===== config.mk =====
export PLATFORM = sky130hd
export DESIGN_NAME = ir_row_pair_ctrl
export DESIGN_NICKNAME = d
export VERILOG_FILES = /design/src/rtl/ir_pkg.sv /design/src/rtl/ir_raster_counter.sv /design/src/rtl/ir_row_pair_ctrl.sv
export SDC_FILE = /design/constraint.sdc
export NUM_CORES = 1
export LEC_CHECK = 0
export BUFFER_PORTS_ARGS = -buffer_cell sky130_fd_sc_hd__buf_2
export CORE_MARGIN = 4
export CORE_UTILIZATION = 57
export DETAILED_ROUTE_END_ITERATION = 12
export GPL_TIMING_DRIVEN = 0
export PLACE_DENSITY = 0.95
export SLEW_MARGIN = 20
export SYNTH_ARGS = -nofsm -noshare
export SYNTH_HDL_FRONTEND = slang
export SYNTH_HIERARCHICAL = 1
export SYNTH_SLANG_ARGS = --single-unit

===== constraint.sdc =====
create_clock -name i_clk -period 4.44 [get_ports i_clk]
set_input_delay 0.444 -clock i_clk [delete_from_list [all_inputs] [get_ports i_clk]]
set_output_delay 0.444 -clock i_clk [all_outputs]
set_load 0.05 [all_outputs]

===== src/rtl/ir_pkg.sv =====
// Shared types for the IR line-buffer stream controllers.
// Holds the FSM state encoding and the row-0 edge-handling modes.
package ir_pkg;

  typedef enum logic [1:0] {
    ST_IDLE   = 2'd0,
    ST_ROW0   = 2'd1,
    ST_STREAM = 2'd2
  } ir_state_e;

  localparam int EDGE_ZERO = 0;
  localparam int EDGE_REPL = 1;

endpackage


===== src/rtl/ir_raster_counter.sv =====
// Column/row raster position with end-of-line and end-of-frame flags.
// Position and flags are combinational; the counter advances one pixel per adv pulse.
module ir_raster_counter #(
  parameter int P_ROW_WIDTH  = 256,
  parameter int P_FRAME_ROWS = 192,
  parameter int P_ADDR_WIDTH = 12,
  parameter int P_ROW_BITS   = 8
) (
  input  logic                    clk,
  input  logic                    rst_n,
  input  logic                    adv,
  input  logic                    restart,
  output logic [P_ADDR_WIDTH-1:0] cur_col,
  output logic [P_ROW_BITS-1:0]   cur_row,
  output logic                    is_eol,
  output logic                    is_eof,
  output logic                    at_origin
);

  localparam logic [P_ADDR_WIDTH-1:0] LAST_COL = P_ADDR_WIDTH'(P_ROW_WIDTH - 1);
  localparam logic [P_ROW_BITS-1:0]   LAST_ROW = P_ROW_BITS'(P_FRAME_ROWS - 1);

  logic [P_ADDR_WIDTH-1:0] col_q;
  logic [P_ROW_BITS-1:0]   row_q;

  // A restart makes the current pixel (0,0) in the same cycle it arrives.
  always_comb begin
    cur_col   = restart ? '0 : col_q;
    cur_row   = restart ? '0 : row_q;
    is_eol    = (cur_col == LAST_COL);
    is_eof    = is_eol && (cur_row == LAST_ROW);
    at_origin = (col_q == '0) && (row_q == '0);
  end

  always_ff @(posedge clk or negedge rst_n) begin
    if (!rst_n) begin
      col_q <= '0;
      row_q <= '0;
    end else if (adv) begin
      if (is_eol) begin
        col_q <= '0;
        row_q <= is_eof ? '0 : cur_row + P_ROW_BITS'(1);
      end else begin
        col_q <= cur_col + P_ADDR_WIDTH'(1);
        row_q <= cur_row;
      end
    end
  end

endmodule


===== src/rtl/ir_row_pair_ctrl.sv =====
// Pairs each raster pixel with the pixel above it via an external single-row buffer.
// Latency 1 cycle in->out; no backpressure, pixels accepted whenever valid.
module ir_row_pair_ctrl
  import ir_pkg::*;
#(
  parameter int P_ROW_WIDTH  = 256,
  parameter int P_FRAME_ROWS = 192,
  parameter int P_DATA_WIDTH = 8,
  parameter int P_ADDR_WIDTH = 12,
  parameter int P_EDGE_MODE  = EDGE_ZERO
) (
  input  logic                    i_clk,
  input  logic                    i_rst_n,
  input  logic                    i_sof,
  input  logic                    i_pix_valid,
  input  logic [P_DATA_WIDTH-1:0] i_pix_data,
  output logic [P_ADDR_WIDTH-1:0] o_addra,
  output logic                    o_wea,
  output logic [P_DATA_WIDTH-1:0] o_dina,
  output logic [P_ADDR_WIDTH-1:0] o_addrb,
  output logic                    o_enb,
  input  logic [P_DATA_WIDTH-1:0] i_doutb,
  output logic                    o_valid,
  output logic [P_DATA_WIDTH-1:0] o_cur,
  output logic [P_DATA_WIDTH-1:0] o_above,
  output logic                    o_eol,
  output logic                    o_eof,
  output logic                    o_err
);

  localparam int RW = $clog2(P_FRAME_ROWS);

  ir_state_e state_q, state_d;

  logic                    accept;
  logic                    restart;
  logic                    mid_sof;
  logic [P_ADDR_WIDTH-1:0] cur_col;
  logic [RW-1:0]           cur_row;
  logic                    is_eol;
  logic                    is_eof;
  logic                    at_origin;
  logic                    pix_vld_q;
  logic                    row0_q;
  logic [P_DATA_WIDTH-1:0] above_q;

  // Reset gates acceptance so the read port is quiet while reset is held.
  assign accept  = i_rst_n && i_pix_valid && (i_sof || (state_q != ST_IDLE));
  assign restart = accept && i_sof;
  assign mid_sof = restart && (state_q != ST_IDLE) && !at_origin;

  ir_raster_counter #(
    .P_ROW_WIDTH  (P_ROW_WIDTH),
    .P_FRAME_ROWS (P_FRAME_ROWS),
    .P_ADDR_WIDTH (P_ADDR_WIDTH),
    .P_ROW_BITS   (RW)
  ) u_cnt (
    .clk       (i_clk),
    .rst_n     (i_rst_n),
    .adv       (accept),
    .restart   (restart),
    .cur_col   (cur_col),
    .cur_row   (cur_row),
    .is_eol    (is_eol),
    .is_eof    (is_eof),
    .at_origin (at_origin)
  );

  always_ff @(posedge i_clk or negedge i_rst_n) begin
    if (!i_rst_n) state_q <= ST_IDLE;
    else          state_q <= state_d;
  end

  always_comb begin
    state_d = state_q;
    if (restart) begin
      state_d = ST_ROW0;
    end else if (accept) begin
      unique case (state_q)
        ST_ROW0:   if (is_eol) state_d = ST_STREAM;
        ST_STREAM: if (is_eof) state_d = ST_IDLE;
        default:   state_d = state_q;
      endcase
    end
  end

  // Read this column now; its write lands next cycle, so the read sees the previous row.
  assign o_addrb = cur_col;
  assign o_enb   = accept;
  assign o_wea   = pix_vld_q;
  assign o_valid = pix_vld_q;

  always_ff @(posedge i_clk or negedge i_rst_n) begin
    if (!i_rst_n) begin
      pix_vld_q <= 1'b0;
      o_err     <= 1'b0;
      o_addra   <= '0;
      o_dina    <= '0;
      o_cur     <= '0;
      o_eol     <= 1'b0;
      o_eof     <= 1'b0;
      row0_q    <= 1'b0;
    end else begin
      pix_vld_q <= accept;
      o_err     <= mid_sof;
      if (accept) begin
        o_addra <= cur_col;
        o_dina  <= i_pix_data;
        o_cur   <= i_pix_data;
        o_eol   <= is_eol;
        o_eof   <= is_eof;
        row0_q  <= (cur_row == '0);
      end
    end
  end

  // The buffer output is only meaningful in the pair cycle; hold the last pair otherwise.
  always_comb begin
    o_above = above_q;
    if (pix_vld_q) begin
      if (row0_q) o_above = (P_EDGE_MODE == EDGE_REPL) ? o_cur : '0;
      else        o_above = i_doutb;
    end
  end

  always_ff @(posedge i_clk or negedge i_rst_n) begin
    if (!i_rst_n)       above_q <= '0;
    else if (pix_vld_q) above_q <= o_above;
  end

endmodule

Word level (Yosys, flattened, before mapping)
Index checks and enable logic that the tools add are counted.

storage, ports and cells
  flip-flop bits (word level) = 55
  input bits = 20
  output and inout bits = 54
  word-level logic and storage cells = 47

operators by class
  add/sub/neg operators = 2
  equality and inequality tests = 6
  mux-type cells = 12
  reduce and logical (&&, ||, !) cells = 16

operators with widths
  operator               number
  $mux 8                 5
  $mux 12                2
  $logic_not 8->1        2
  $add 12x1->12 const B  1
  $eq 12x8->1 const B    1
  $logic_not 12->1       1
  $add 8x1->8 const B    1
  $eq 8x8->1 const B     1
  $mux 2                 4
  $logic_and 1x1->1      7
  $ne 3x3->1 const B     2
  $pmux 2 s2             1
  $reduce_and 4->1       1
  $reduce_bool 2->1      2
  $reduce_bool 3->1      1
  $eq 2x1->1 const B     1
  $eq 2x2->1 const B     1
  $logic_not 1->1        1
  $logic_or 1x1->1       1

Logic depth before layout (Yosys ltp)
  word-level depth = 11
  gate-level depth with buffers = 13
  depth with buffers taken out = 10

Hierarchy
Netlist, hierarchy kept.

modules (own cells, without submodules)
  module             times used  cells each  area each (um^2)  sequential area each (um^2)
  ir_row_pair_ctrl   1           123         1492.7            875.8
  ir_raster_counter  1           167         1402.6            500.5

Least setup slack after synthesis
No wires, ideal clock.

  kind = input -> register
  start point = input i_rst_n
  end point = register state_q[1]
  library setup time = 0.126 ns
  arrival time = 3.360 ns
  required time = 4.314 ns
  slack = 0.954 ns
  cell stages on the path = 13
  cell sequence = nand3_1 -> inv_1 -> clkbuf_1 -> clkbuf_1 -> clkbuf_1 -> nor2b_1 -> ha_1 -> and3_1 -> nand4_1 -> nor3_1 -> nand2b_1 -> a2bb2oi_1 -> o21ai_0

between the ends
  cells in the longest elaborated chain, start to end = 8

ends and longest elaborated chain
  element                            RTL line                 text
  start: declaration                 ir_row_pair_ctrl.sv:13   input logic i_rst_n,
  $logic_and 1x1->1 (2 in series)    ir_row_pair_ctrl.sv:48   assign accept = i_rst_n && i_pix_valid && (i_sof || (state_q != ST_IDLE));
  $logic_and 1x1->1                  ir_row_pair_ctrl.sv:49   assign restart = accept && i_sof;
  via restart                        ir_row_pair_ctrl.sv:36   logic restart;
  $mux 12                            ir_raster_counter.sv:28  cur_col = restart ? '0 : col_q;
  via o_addrb[1]                     ir_row_pair_ctrl.sv:20   output logic [P_ADDR_WIDTH-1:0] o_addrb,
  $eq 12x8->1                        ir_raster_counter.sv:30  is_eol = (cur_col == LAST_COL);
  $logic_and 1x1->1                  ir_raster_counter.sv:31  is_eof = is_eol && (cur_row == LAST_ROW);
  via is_eof                         ir_row_pair_ctrl.sv:41   logic is_eof;
  $ne 3x3->1 (no source line)        -
  $reduce_and 4->1 (no source line)  -
  end signal: assignment             ir_row_pair_ctrl.sv:71   else state_q <= state_d;
  end: declaration                   ir_row_pair_ctrl.sv:33   ir_state_e state_q, state_d;

The timed path passes the listed nets, and every way through them passes these cells.
A chain may end at the register's enable or synchronous reset.

Worst setup path in the final report
  start point = input i_rst_n
  end point = register state_q[1]

between the ends
  cells in the longest elaborated chain, start to end = 8

ends and longest elaborated chain
  element                                    RTL line
  $logic_and 1x1->1 (*) (2 in series)        ir_row_pair_ctrl.sv:48
  $logic_and 1x1->1 (*)                      ir_row_pair_ctrl.sv:49
  via restart                                ir_row_pair_ctrl.sv:36
  $mux 12 or $mux 8 (tied branches)          ir_raster_counter.sv:28, ir_raster_counter.sv:29
  $eq 12x8->1 or $eq 8x8->1 (tied branches)  ir_raster_counter.sv:30, ir_raster_counter.sv:31
  $logic_and 1x1->1 (*)                      ir_raster_counter.sv:31
  via is_eof                                 ir_row_pair_ctrl.sv:41
  $ne 3x3->1 (no source line) (*)            -
  $reduce_and 4->1 (no source line) (*)      -

Mark *: on every way through the listed nets, which the timed path passes. The rest lies on a longest branch.

==> results.md <==
Place:
- Buffers placed on the I/O ports in this run total 73.
- In this run, placement finished with an instance count of 430.
- The wire-length estimate of the detail-placed layout is 5060 microns.
- Routability-driven placement finished with a final weighted congestion of 0.934.
- The worst setup slack before clock tree synthesis is 0.282 ns.

Clock tree:
- The library cell used as clock root buffer is clkbuf_8.
- The clock-pin slew on the worst setup and hold paths is 0.10 ns.
- Gates resized during post-CTS repair numbered 0.
- The count of hold-fix buffers inserted at cts is 0.
- In this run the post-CTS setup repair buffer count came out at 0.
- Counting along the longest clock path gives a buffer depth of 2.
- The H-tree depth is 2.
- The clock reaches the later pin of the worst-skew pair after 0.32 ns.
- The TritonCTS clock tree is done.
- The CTS buffer count is 5.
- The number of sinks on the clock net is 55.

Die:
- During I/O placement, the number of pins put on the boundary was 74.
- The starting density of the core is 60.1%.
- The floorplan step set the die width to 79.3 microns.
- The total area inside the core boundary comes to 4820 sq um.
- The initialized floorplan defines 25 standard-cell rows.
- The total die area is 6280 sq um.
- The die extent in y is 79.3 microns.

GRT:
- The initial antenna violation count is 0.
- The total global routing overflow is 0.
- The first global-routing pass estimated 11,500 microns of wire.
- The via count of the first global-routing pass is 2,478.
- The pin count of the biggest net entering global routing is 60.
- Global routing consumed, over all layers together, 23.0% of the routing resources.

Detailed routing:
- The detailed-route vias per instance is 5.80.
- The number of detailed-routing iterations run before antenna repair is 5.
- The post-route antenna net violation count is 0.
- For this block, the routed nets add up to 6980 microns of wire.
- The via count is 2,539.
- The DRC violation count after routing is 0.
- The average wire per cell in the routed design is 15.9 microns.
- The first routing iteration left 222 violations.

Logic synthesis:
- After technology mapping, the gate count stands at 290.
- In the post-synthesis netlist, the biggest area contributors are dfrtp_1 48%, mux2_2 8.2%, o21ai_0 4.7%.
- The most common cell in the netlist is dfrtp_1.
- The most used flip-flop cell after synthesis is dfrtp_1.
- In this run, synthesis inferred 0 flip-flops with an integrated enable.
- The netlist uses 48 different library cells.
- Counting instances in the post-synthesis netlist gives the leading cell types as 55 x dfrtp_1, 27 x o21ai_0, 24 x nand2_1, 21 x mux2_2, 20 x inv_1.
- For this run, the number of Yosys warnings is 6.
- The cell type with the highest aggregate area in the netlist is dfrtp_1.
- The number of nets in the synthesized netlist is 312.
- The post-synthesis async set-or-reset flop share is 100%.
- Summed over its instances, the top area cell type makes up 47.5% of the synthesized netlist area.
- The post-synthesis instance area is 2900 sq um.
- The number of flip-flops and latches in the synthesized netlist is 55.
- A synthesized cell averages 9.98 sq um.
- The sequential element share of the synthesized area is 47.5%.

Critical path:
- The library cell contributing the largest single delay on the critical path is nor3_1.
- The signal on the critical path passes through buf_4 > nand3_1 > inv_1 > clkbuf_1 > clkbuf_1 > clkbuf_1 > nor2b_1 > ha_1 > and3_1 > nand4_1 > nor3_1 > nand2b_1 > a2bb2oi_1 > o21ai_0.
- Data on the critical path arrives at its endpoint at 4.18 ns.
- The critical path crosses 14 cells after its start point.
- STA classifies the critical path endpoint as a flop.
- The type of the setup path with the least slack is primary input to flop.
- In this run the worst setup path begins at i_rst_n.
- Of all nets on the critical path, the largest fanout is 59.
- In this run the critical register-to-register path is launched from u_cnt/col_q[0]$_DFFE_PN0P_.
- The critical path startpoint category is a primary input.
- For the worst flop-to-flop path, the logic depth is 8.
- The buffering stage count on the worst path with inverters included is 5.
- The cell with the most instances on the worst path is clkbuf_1.
- The largest incremental delay on the critical path is 0.75 ns.
- The required time of the critical path is 4.64 ns.
- The kind of cell with the highest combined delay along the critical path is simple AND/OR/NAND/NOR gates.

STA:
- The worst clock skew is 0.00431 ns.
- The number of pins with negative max-slew slack in the final report is 0.
- The routed design could run at a clock period as short as 3.98 ns.
- The hold violation count in the final report is 0.
- The worst path meets setup with 0.461 ns of slack.
- After layout, the worst path uses 89.6% of the clock period.
- The highest achievable clock rate is 251 MHz.
- The final worst hold slack is 0.171 ns.
- In this run the tightest slew margin relative to its limit is 43.4%.
- Setup repair after global routing left no endpoint under its margin.
- The setup TNS is 0 ns.
- The slew at the pin closest to its max-slew limit is 0.842 ns.
- Setup violations remaining at the end of the flow were counted as 0.

Final layout:
- The fraction of final layout cells with drive strength greater than 1 is 32.3%.
- The end-of-flow core utilization is 71.8%.
- The net count reported at finish is 392.
- The area growth from synthesis to layout is 19.5%.
- The repair_antennas step left the layout with diodes totalling 0.
- The count of cells in the finished layout, fillers not included, comes to 438.
- The number of fillers in the final layout is 384.

Min path:
- The worst min-delay path class is primary input to asynchronous set/reset pin.

Pwr:
- Power spread over the standard cell area amounts to 504 nW/um^2.
- The maximum vdd ir drop is 0.438 mV.
- The static leakage power is 1.58 nW.

Run:
- The tool flagged a number of max-cap violations equal to 0.

Outcome:
- The run finished with clean final reports.
-- cell type report --
class	instances	area [sq um]	share of cell area, %
multi-input combinational	192	1300	37.6
clock buffer	5	68.8	1.99
buffer	23	143	4.12
clock inverter	3	43.8	1.27
inverter	20	75.1	2.17
timing repair buffer	73	368	10.6
tap	67	83.8	2.42
sequential	55	1380	39.8
-- placed cells by master (no fill, tap or decap), types with 6 or more instances in the layout --
cell,instances
buf_4,10
or3_1,6
nand2_1,24
nand3_1,12
mux2_2,21
clkbuf_1,11
buf_2,72
nor3_1,11
dfrtp_1,55
nor2b_1,16
inv_1,20
nor2_1,11
o21ai_0,27
-- metal layers --
layer	global-route usage, %	routed length [microns]	share of wire, %	up-vias
li1	-	-	-	1201
met3	6.01	635	9.1	13
met4	7.39	106	1.5	0
met2	37.7	3300	47	137
met5	0	0	0	-
met1	29.8	2940	42	1188
-- flip-flops by register name, indices dropped and copies added, names as in the netlist --
register	cells
o_cur	8
row0_q	1
above_q	8
state_q	2
o_addra	12
u_cnt/row_q	8
o_eof	1
u_cnt/col_q	12
o_err	1
o_valid	1
o_eol	1
-- power breakdown --
group | internal, W | total (W) | switching (W)
Sequential | 0.000591 | 0.000668 | 0.0000774
Combinational | 0.000192 | 0.000741 | 0.000549
Clock | 0.000168 | 0.000335 | 0.000167
-- through the flow --
stage	cell area (sq um)	total power (W)
detailed placement	3350	0.00142
finish	3460	0.00174
global placement	3340	0.00139
global route	3460	0.00183
floorplan	2900	0.00124
CTS	3460	0.00175
-- final timing paths --
| check | endpoint | slack [ns] |
|---|---|---|
| max | state_q[1]$_DFFE_PN0P_ | 0.46 |
| min | o_valid$_DFF_PN0_ | 0.17 |
| max reg2reg | state_q[1]$_DFFE_PN0P_ | 1.70 |
| min reg2reg | o_eol$_DFFE_PN0P_ | 0.51 |
| max in group asynchronous | u_cnt/row_q[5]$_DFFE_PN0P_ | 3.79 |
| min in group i_clk | above_q[0]$_DFFE_PN0P_ | 0.35 |
-- cell families (layout without fill, tap and decap cells) --
logic type	count (synthesis)	count (layout)	share of synthesized area, %
compound gates	61	61	15.5
fa+ha+maj	2	2	0.864
buf+inv	43	124	7.52
flops	55	55	47.5
mux	23	23	8.90
simple gates	106	106	19.7
Power figures use the tool's default switching activity.
